==> config.mk <==
export PLATFORM = sky130hd
export DESIGN_NAME = pds_step_pipe_flat
export DESIGN_NICKNAME = d
export VERILOG_FILES = /design/src/rtl/pds_step_pipe_if.sv /design/src/rtl/pds_step_pipe.sv /design/src/flat_wrapper.sv
export SDC_FILE = /design/constraint.sdc
export NUM_CORES = 1
export LEC_CHECK = 0
export CAP_MARGIN = 20
export CORE_MARGIN = 8
export CORE_UTILIZATION = 40
export DETAILED_ROUTE_END_ITERATION = 7
export PLACE_DENSITY = 0.64
export SYNTH_ARGS = -nofsm -noshare
export SYNTH_HDL_FRONTEND = slang
export SYNTH_SLANG_ARGS = --single-unit
==> constraint.sdc <==
create_clock -name clk -period 8 [get_ports clk]
set_input_delay 1.2 -clock clk [delete_from_list [all_inputs] [get_ports clk]]
set_output_delay 1.2 -clock clk [all_outputs]
set_load 0.1 [all_outputs]
==> src/rtl/pds_step_pipe_if.sv <==
// Handshake bundle for pds_step_pipe: operand/mode input channel, result output
// channel and buffer level. The master drives the beats, the slave is the pipe.
interface pds_step_pipe_if #(
   parameter int DATA_W = 8,
   parameter int DEPTH  = 4
);
   localparam int LVL_W = $clog2(DEPTH) + 1;

   logic [DATA_W-1:0] data_ip;
   logic [1:0]        mode_ip;
   logic              valid_ip;
   logic              ready_ip;
   logic [DATA_W-1:0] data_op;
   logic              wrap_op;
   logic              valid_op;
   logic              ready_op;
   logic [LVL_W-1:0]  level_op;

   modport master (
      output data_ip, mode_ip, valid_ip, ready_op,
      input  ready_ip, data_op, wrap_op, valid_op, level_op
   );

   modport slave (
      input  data_ip, mode_ip, valid_ip, ready_op,
      output ready_ip, data_op, wrap_op, valid_op, level_op
   );
endinterface

==> src/rtl/pds_step_pipe.sv <==
// Step arithmetic (add/sub/saturating add/pass) on accepted beats, results
// queued in a DEPTH-entry FIFO whose head is presented from registers.
module pds_step_pipe #(
   parameter int          DATA_W = 8,
   parameter int          DEPTH  = 4,
   parameter int unsigned STEP   = 1
) (
   input logic           clk,
   input logic           reset,
   pds_step_pipe_if.slave bus
);
   localparam int PTR_W = $clog2(DEPTH);
   localparam int LVL_W = PTR_W + 1;
   localparam logic [DATA_W:0]  STEP_X   = (DATA_W+1)'(STEP);
   localparam logic [LVL_W-1:0] FULL_LVL = LVL_W'(DEPTH);

   // Entry layout: {wrap, data}
   typedef logic [DATA_W:0] entry_t;

   entry_t            mem_q [DEPTH];
   entry_t            mem_d [DEPTH];
   logic [PTR_W-1:0]  wptr_q, wptr_d, rptr_q, rptr_d;
   logic [LVL_W-1:0]  level_q, level_d;
   logic [DATA_W-1:0] data_q, data_d;
   logic              wrap_q, wrap_d;

   logic              push, pop;
   logic [DATA_W:0]   sum, diff;
   logic [DATA_W-1:0] res;
   logic              res_wrap;

   assign bus.ready_ip = (level_q < FULL_LVL);
   assign bus.valid_op = (level_q != '0);
   assign bus.level_op = level_q;
   assign bus.data_op  = data_q;
   assign bus.wrap_op  = wrap_q;

   assign push = bus.valid_ip && bus.ready_ip;
   assign pop  = bus.valid_op && bus.ready_op;

   always_comb begin
      sum      = {1'b0, bus.data_ip} + STEP_X;
      diff     = {1'b0, bus.data_ip} - STEP_X;
      res      = bus.data_ip;
      res_wrap = 1'b0;
      case (bus.mode_ip)
         2'b00: begin
            res      = sum[DATA_W-1:0];
            res_wrap = sum[DATA_W];
         end
         2'b01: begin
            res      = diff[DATA_W-1:0];
            res_wrap = diff[DATA_W];
         end
         2'b10: begin
            res      = sum[DATA_W] ? '1 : sum[DATA_W-1:0];
            res_wrap = sum[DATA_W];
         end
         default: begin
            res      = bus.data_ip;
            res_wrap = 1'b0;
         end
      endcase
   end

   always_comb begin
      mem_d   = mem_q;
      wptr_d  = wptr_q;
      rptr_d  = rptr_q;
      level_d = level_q;
      data_d  = data_q;
      wrap_d  = wrap_q;
      if (push) begin
         mem_d[wptr_q] = {res_wrap, res};
         wptr_d        = wptr_q + PTR_W'(1);
      end
      if (pop) begin
         rptr_d = rptr_q + PTR_W'(1);
      end
      case ({push, pop})
         2'b10:   level_d = level_q + LVL_W'(1);
         2'b01:   level_d = level_q - LVL_W'(1);
         default: level_d = level_q;
      endcase
      // Head register looks at the post-edge memory so a beat landing in an
      // empty buffer is visible right after its acceptance edge.
      if (level_d != '0) begin
         {wrap_d, data_d} = mem_d[rptr_d];
      end
   end

   always_ff @(posedge clk or posedge reset) begin
      if (reset) begin
         mem_q   <= '{default: '0};
         wptr_q  <= '0;
         rptr_q  <= '0;
         level_q <= '0;
         data_q  <= '0;
         wrap_q  <= 1'b0;
      end else begin
         mem_q   <= mem_d;
         wptr_q  <= wptr_d;
         rptr_q  <= rptr_d;
         level_q <= level_d;
         data_q  <= data_d;
         wrap_q  <= wrap_d;
      end
   end
endmodule

==> src/flat_wrapper.sv <==
// flat-port wrapper written by rule: the top's interface ports become plain ports
module pds_step_pipe_flat 
#(
   parameter int          DATA_W = 8,
   parameter int          DEPTH  = 4,
   parameter int unsigned STEP   = 1
)
  (clk, reset, bus_data_ip, bus_mode_ip, bus_valid_ip, bus_ready_op, bus_ready_ip, bus_data_op, bus_wrap_op, bus_valid_op, bus_level_op);
  pds_step_pipe_if #(.DATA_W(DATA_W), .DEPTH(DEPTH)) bus_i ();
  input logic clk;
  input logic reset;
  input wire logic [$bits(bus_i.data_ip)-1:0] bus_data_ip;
  input wire logic [$bits(bus_i.mode_ip)-1:0] bus_mode_ip;
  input wire logic [$bits(bus_i.valid_ip)-1:0] bus_valid_ip;
  input wire logic [$bits(bus_i.ready_op)-1:0] bus_ready_op;
  output wire logic [$bits(bus_i.ready_ip)-1:0] bus_ready_ip;
  output wire logic [$bits(bus_i.data_op)-1:0] bus_data_op;
  output wire logic [$bits(bus_i.wrap_op)-1:0] bus_wrap_op;
  output wire logic [$bits(bus_i.valid_op)-1:0] bus_valid_op;
  output wire logic [$bits(bus_i.level_op)-1:0] bus_level_op;
  assign bus_i.data_ip = bus_data_ip;
  assign bus_i.mode_ip = bus_mode_ip;
  assign bus_i.valid_ip = bus_valid_ip;
  assign bus_i.ready_op = bus_ready_op;
  assign bus_ready_ip = bus_i.ready_ip;
  assign bus_data_op = bus_i.data_op;
  assign bus_wrap_op = bus_i.wrap_op;
  assign bus_valid_op = bus_i.valid_op;
  assign bus_level_op = bus_i.level_op;
  pds_step_pipe #(.DATA_W(DATA_W), .DEPTH(DEPTH), .STEP(STEP)) u_core (.clk(clk), .reset(reset), .bus(bus_i));
endmodule
---- Word-level counts from Yosys, hierarchy flattened ----
Cells that the tools add are included.
storage, ports and cells
  bits in registers ....................... 52
  bits of input ports ..................... 14
  logic and storage cells ................. 44
operators by class
  $add $sub $neg .......................... 6
  order comparisons ....................... 4
  equality and inequality tests ........... 4
  muxes and demuxes ....................... 12
  bitwise logic cells ..................... 2
  reduce and logical (&&, ||, !) cells .... 7
operators by type and width
  cell                   number
  $bwmux W36             1
  $mux W36               1
  $mux W9                3
  $pmux W8 S3            1
  $bmux W9 S2            1
  $demux W9 S2           1
  $add A8 B1 Y9 const B  1
  $sub A8 B1 Y9 const B  1
  $mux W8                1
  $ge A3 B3 Y1 const B   2
  $not A2 Y3             2
  $pmux W3 S2            1
  $reduce_bool A3 Y1     2
  $add A2 B1 Y2 const B  2
  $eq A2 B1 Y1 const B   2
  $eq A2 B2 Y1 const B   2
  $add A3 B1 Y3 const B  1
  $logic_and A1 B1 Y1    3
  $lt A3 B1 Y1 const B   1
  $lt A3 B3 Y1 const B   1
  $sub A3 B1 Y3 const B  1
  $logic_not A2 Y1       1
  $mux W2                1
  $pmux W1 S2            1
  $reduce_or A2 Y1       1

---- Logic depth before layout (Yosys ltp) ----
  depth in word-level cells ............... 10
  depth in mapped cells ................... 13

---- Worst setup path after synthesis ----
No wires, ideal clock.
  path type ............................... reg-to-reg
  start point ............................. register u_core.level_q[2] (netlist: u_core.bus.level_op[2])
  end point ............................... register u_core.data_q[6] (netlist: u_core.bus.data_op[6])
  setup time .............................. 0.124 ns
  data arrival time ....................... 4.076 ns
  setup slack ............................. 3.800 ns
  cell stages (with the launch flop) ...... 12
  path buffers ............................ 2
  period minus slack after synthesis ...... 4.200 ns
  cells stage by stage .................... dfrtp_1 > buf_6 > clkinv_1 > nand2_1 > ha_1 > inv_1 > fa_1 > xor3_1 > a32o_1 > buf_2 > a22o_1 > a211o_1
on the way
  elaborated cells on any way between the ends .. 16
  classes of those cells .................. add/sub: 2; order compare: 1; eq/ne: 2; mux: 6; bitwise: 1; reduce/logical: 4
RTL lines
  item                                         RTL line              RTL
  start: declaration                           pds_step_pipe.sv:23   logic [LVL_W-1:0] level_q, level_d;
  start signal: assignment                     pds_step_pipe.sv:104  level_q <= level_d;
  $lt A3 B3 Y1 *                               pds_step_pipe.sv:32   assign bus.ready_ip = (level_q < FULL_LVL);
  named net bus_ready_ip                       flat_wrapper.sv:16    output wire logic [$bits(bus_i.ready_ip)-1:0] bus_ready_ip;
  $logic_and A1 B1 Y1 *                        pds_step_pipe.sv:38   assign push = bus.valid_ip && bus.ready_ip;
  $mux W36                                     pds_step_pipe.sv:73   if (push) begin
  $bmux W9 S2                                  pds_step_pipe.sv:88   {wrap_d, data_d} = mem_d[rptr_d];
  $mux W9 (not written as such) (2 in series)  pds_step_pipe.sv:88
  end signal: assignment                       pds_step_pipe.sv:105  data_q <= data_d;
  end: declaration                             pds_step_pipe.sv:24   logic [DATA_W-1:0] data_q, data_d;
The timed path passes the listed nets; every way through them passes the cells marked *. The select of a mux whose other input is x is not followed.
A chain may end at the register's enable or synchronous reset.

---- Worst setup path in the final report ----
  start point ............................. input port bus_valid_ip
  end point ............................... register u_core.data_q[6] (netlist: u_core.bus.data_op[6])
on the way
  longest elaborated chain between the ends .. 5
  elaborated cells on any way between the ends .. 9
  classes of those cells .................. eq/ne: 2; mux: 5; reduce/logical: 2
RTL lines
  item                                         RTL line             RTL
  start: declaration                           flat_wrapper.sv:14   input wire logic [$bits(bus_i.valid_ip)-1:0] bus_valid_ip;
  $logic_and A1 B1 Y1 *                        pds_step_pipe.sv:38
  $mux W36                                     pds_step_pipe.sv:73
  $bmux W9 S2                                  pds_step_pipe.sv:88
  $mux W9 (not written as such) (2 in series)  pds_step_pipe.sv:88
Mark *: on every way between the ends. The rest lies on a longest branch, timed or not. The select of a mux whose other input is x is not followed.

==> impl_metrics.env <==
export IMPL_status="complete, no violations"
export IMPL_synthCells=319
export IMPL_grt_antenna_before_repair=0
export IMPL_dp_hpwl_mm=5.281
export IMPL_fin_cells=435
export IMPL_swShare=0.4983
export IMPL_cts_made_buffers=5
export IMPL_clockPowerShare=0.115
export IMPL_path_delay_family="compound AO/OA/AOI/OAI gates"
export IMPL_initial_core_util=0.4114
export IMPL_syn_avg_cell_area_sq_um=9.355
export IMPL_setup_violations=0
export IMPL_wl_per_cell_um=16.68
export IMPL_vias_per_cell=5.561
export IMPL_internal_power_uw=760.1
export IMPL_crit_chain="clkdlybuf4s50_1, nand2_1, ha_1, inv_1, fa_1, nor2b_1, a32o_1, nand2b_4, nor2_1, a22o_1, a211o_1"
export IMPL_worst_setup_path_start_kind="input port"
export IMPL_max_slew_margin_rel=0.3488
export IMPL_post_route_period_util=0.5188
export IMPL_async_flop_share=1.000
export IMPL_grt_overflow_total=0
export IMPL_cts_root_buf="clkbuf_8"
export IMPL_ys_ff_latch=52
export IMPL_p_sw_uw=755.0
export IMPL_finClkSkew_ps=6.421
export IMPL_power_density_mw_per_mm2=444.5
export IMPL_wl_met1_mm=3.524
export IMPL_globalplace_congestion=0.8745
export IMPL_cts_resized_gates=0
export IMPL_synth_sequential_area_ratio=0.4361
export IMPL_crit_fanout=13
export IMPL_rsz0062_at_grt="no"
export IMPL_tns_ps=0
export IMPL_slowest_delay_ps=600
export IMPL_peakVddDrop_mv=0.1836
export IMPL_crit_buf_inv=2
export IMPL_rrSetupSlack_ps=4440
export IMPL_drv_slew=0
export IMPL_holdCritPathClass="reg2reg"
export IMPL_dr_max_layer_used="met4"
export IMPL_die_y_um=102.4
export IMPL_crit_path_end_kind="register"
export IMPL_dpl_cell_count=426
export IMPL_clk_latency_ps=300
export IMPL_clk_pin_slew_worst_paths_ps=90
export IMPL_cp_required_ps=8190
export IMPL_area_growth_pct=14.21
export IMPL_grt_pass1_vias=2350
export IMPL_synth_nets=341
export IMPL_cts_path_max_buffers=2
export IMPL_period_needed_ps=4150
export IMPL_timing_fmax_mhz=241.0
export IMPL_met2_length_mm=3.422
export IMPL_diodes=0
export IMPL_row_count=31
export IMPL_timing_hold_ws_ps=487.8
export IMPL_drt_iter0_markers=151
export IMPL_io_buffers=27
export IMPL_core_area_sq_mm=0.007253
export IMPL_yosys_warnings=0
export IMPL_h_tree_depth=2
export IMPL_yosysUniqueCellTypes=64
export IMPL_total_power_uw=1515
export IMPL_r2r_end="u_core.bus.data_op[6]$_DFFE_PP0P_"
export IMPL_cp_endpoint="u_core.bus.data_op[6]$_DFFE_PP0P_"
export IMPL_wl_mm=7.256
export IMPL_synthFlopType="dfrtp_1"
export IMPL_arrival_ps=4340
export IMPL_grt_pass1_wl_mm=12.36
export IMPL_pwr_share_comb=0.589
export IMPL_cts_tree="yes"
export IMPL_grt_max_degree=53
export IMPL_power_frac_seq=0.296
export IMPL_dr_total_vias=2419
export IMPL_drv_cap=0
export IMPL_grt_usage=0.1494
export IMPL_nets=357
export IMPL_cp_depth=11
export IMPL_die_w_um=102.4
export IMPL_postRouteAntennaNets=0
export IMPL_tightest_slew_ps=973.7
export IMPL_clock_sinks=52
export IMPL_io_pin_count=28
export IMPL_critPathKind="in2reg"
export IMPL_placed_area_sq_mm=0.003281
export IMPL_dieArea_sq_mm=0.01048
export IMPL_critPathLaunch="bus_valid_ip"
export IMPL_hold_buffers=0
export IMPL_rr_worst_depth=11
export IMPL_drc=0
export IMPL_r2r_start="u_core.bus.level_op[2]$_DFF_PP0_"
export IMPL_firstDrtPassIters=4
export IMPL_synth_edf_count=0
export IMPL_post_cts_buffers=0
export IMPL_drive_gt1_frac=0.06548
export IMPL_slowest_stage="a32o_1"
export IMPL_hold_violations=0
export IMPL_p_leak_uw=0.001461
export IMPL_postLayoutCellArea_sq_mm=0.003408
export IMPL_netlist_area_sq_mm=0.002984
export IMPL_met3_length_um=243
[layout by cell type, fill, tap and decap left out, types with 5 or more instances in the layout]
master / instances
and3_1: 5
inv_1: 13
nand4_1: 5
nand2_1: 47
xnor2_1: 5
nor2_1: 20
a211oi_1: 5
nand3_1: 12
clkbuf_8: 5
a21oi_1: 14
ha_1: 7
o21ai_0: 23
clkdlybuf4s50_1: 27
o31ai_1: 9
a31oi_1: 5
dfrtp_1: 52
[synthesized netlist by cell type, drive strengths merged (4+ instances only)]
cell / count / area, sq um
dfrtp: 52 / 1301
nand2: 47 / 176.4
o21ai: 23 / 115.1
nor2: 21 / 86.33
inv: 15 / 56.30
a21oi: 14 / 70.07
nand3: 12 / 60.06
buf: 10 / 62.56
o31ai: 10 / 88.83
clkbuf: 9 / 35.03
ha: 7 / 87.58
a211oi: 6 / 50.05
xnor2: 6 / 60.06
a31oi: 5 / 31.28
and3: 5 / 31.28
nand4: 5 / 31.28
a211o: 4 / 35.03
a311oi: 4 / 35.03
nor2b: 4 / 25.02
nor3: 4 / 20.02
o211ai: 4 / 40.03
xor2: 4 / 42.55
[worst min-delay path by stage]
| stage | depth (start not counted) | from | end | slack, ps |
|---|---|---|---|---|
| CTS | 2 | u_core.mem_q[4]$_DFF_PP0_ | u_core.mem_q[4]$_DFF_PP0_ | 490 |
| global placement | 2 | u_core.mem_q[4]$_DFF_PP0_ | u_core.mem_q[4]$_DFF_PP0_ | 460 |
| detailed placement | 2 | u_core.mem_q[4]$_DFF_PP0_ | u_core.mem_q[4]$_DFF_PP0_ | 470 |
| floorplan | 2 | u_core.mem_q[22]$_DFF_PP0_ | u_core.mem_q[22]$_DFF_PP0_ | 440 |
| global route | 2 | u_core.mem_q[7]$_DFF_PP0_ | u_core.mem_q[7]$_DFF_PP0_ | 500 |
| finish | 2 | u_core.mem_q[7]$_DFF_PP0_ | u_core.mem_q[7]$_DFF_PP0_ | 490 |
[layer usage]
metal / GRT usage / vias to the layer above
met3: 0.02520 / 4
met4: 0.03725 / 0
li1: - / 1196
met5: 0 / -
met2: 0.2359 / 42
met1: 0.2061 / 1177
[per-stage QoR]
stage | utilization | worst slack (ps)
final | 0.4699 | 3850
after global routing | 0.4699 | 3674
after CTS | 0.4671 | 3845
after detailed placement | 0.4523 | 3526
after global placement | 0.4523 | 3631
after floorplan | - | 3800
[cell families after synthesis]
family	share of synthesized area
adders and majority gates	0.03606
xor gates and xnor gates	0.04235
DFF	0.4361
muxes	0.007128
buffers and inverters	0.05283
and+or+nand+nor	0.1887
AOI/OAI and AO/OA	0.2369
[state kept, by name, summed over array words and instances, names as in the netlist]
signal / flops
u_core.mem_q: 36
u_core.bus.level_op: 3
u_core.wptr_q: 2
u_core.rptr_q: 2
u_core.bus.data_op: 8
u_core.bus.wrap_op: 1
[power groups by stage]
stage	combinational (uW)	clock [uW]	sequential (uW)
6_report	892	175	448
5_1_grt	972	190	462
4_1_cts	895	180	449
3_5_place_dp	892	0	454
3_3_place_gp	880	0	452
2_1_floorplan	518	0	638
[cell type report]
class	count	area (sq um)
Multi-Input combinational cell	232	1525
Sequential cell	52	1301
Clock inverter	2	35.03
Timing Repair Buffer	28	290.3
Tap cell	99	123.9
Inverter	16	60.06
Clock buffer	6	72.57
Fill cell	715	3845
[worst min-delay path, cell delays in order (launching register included)]
cell     delay (ps)
dfrtp_1         330
nor2_1           50
nor2_1           80
Power figures use the tool's default switching activity.
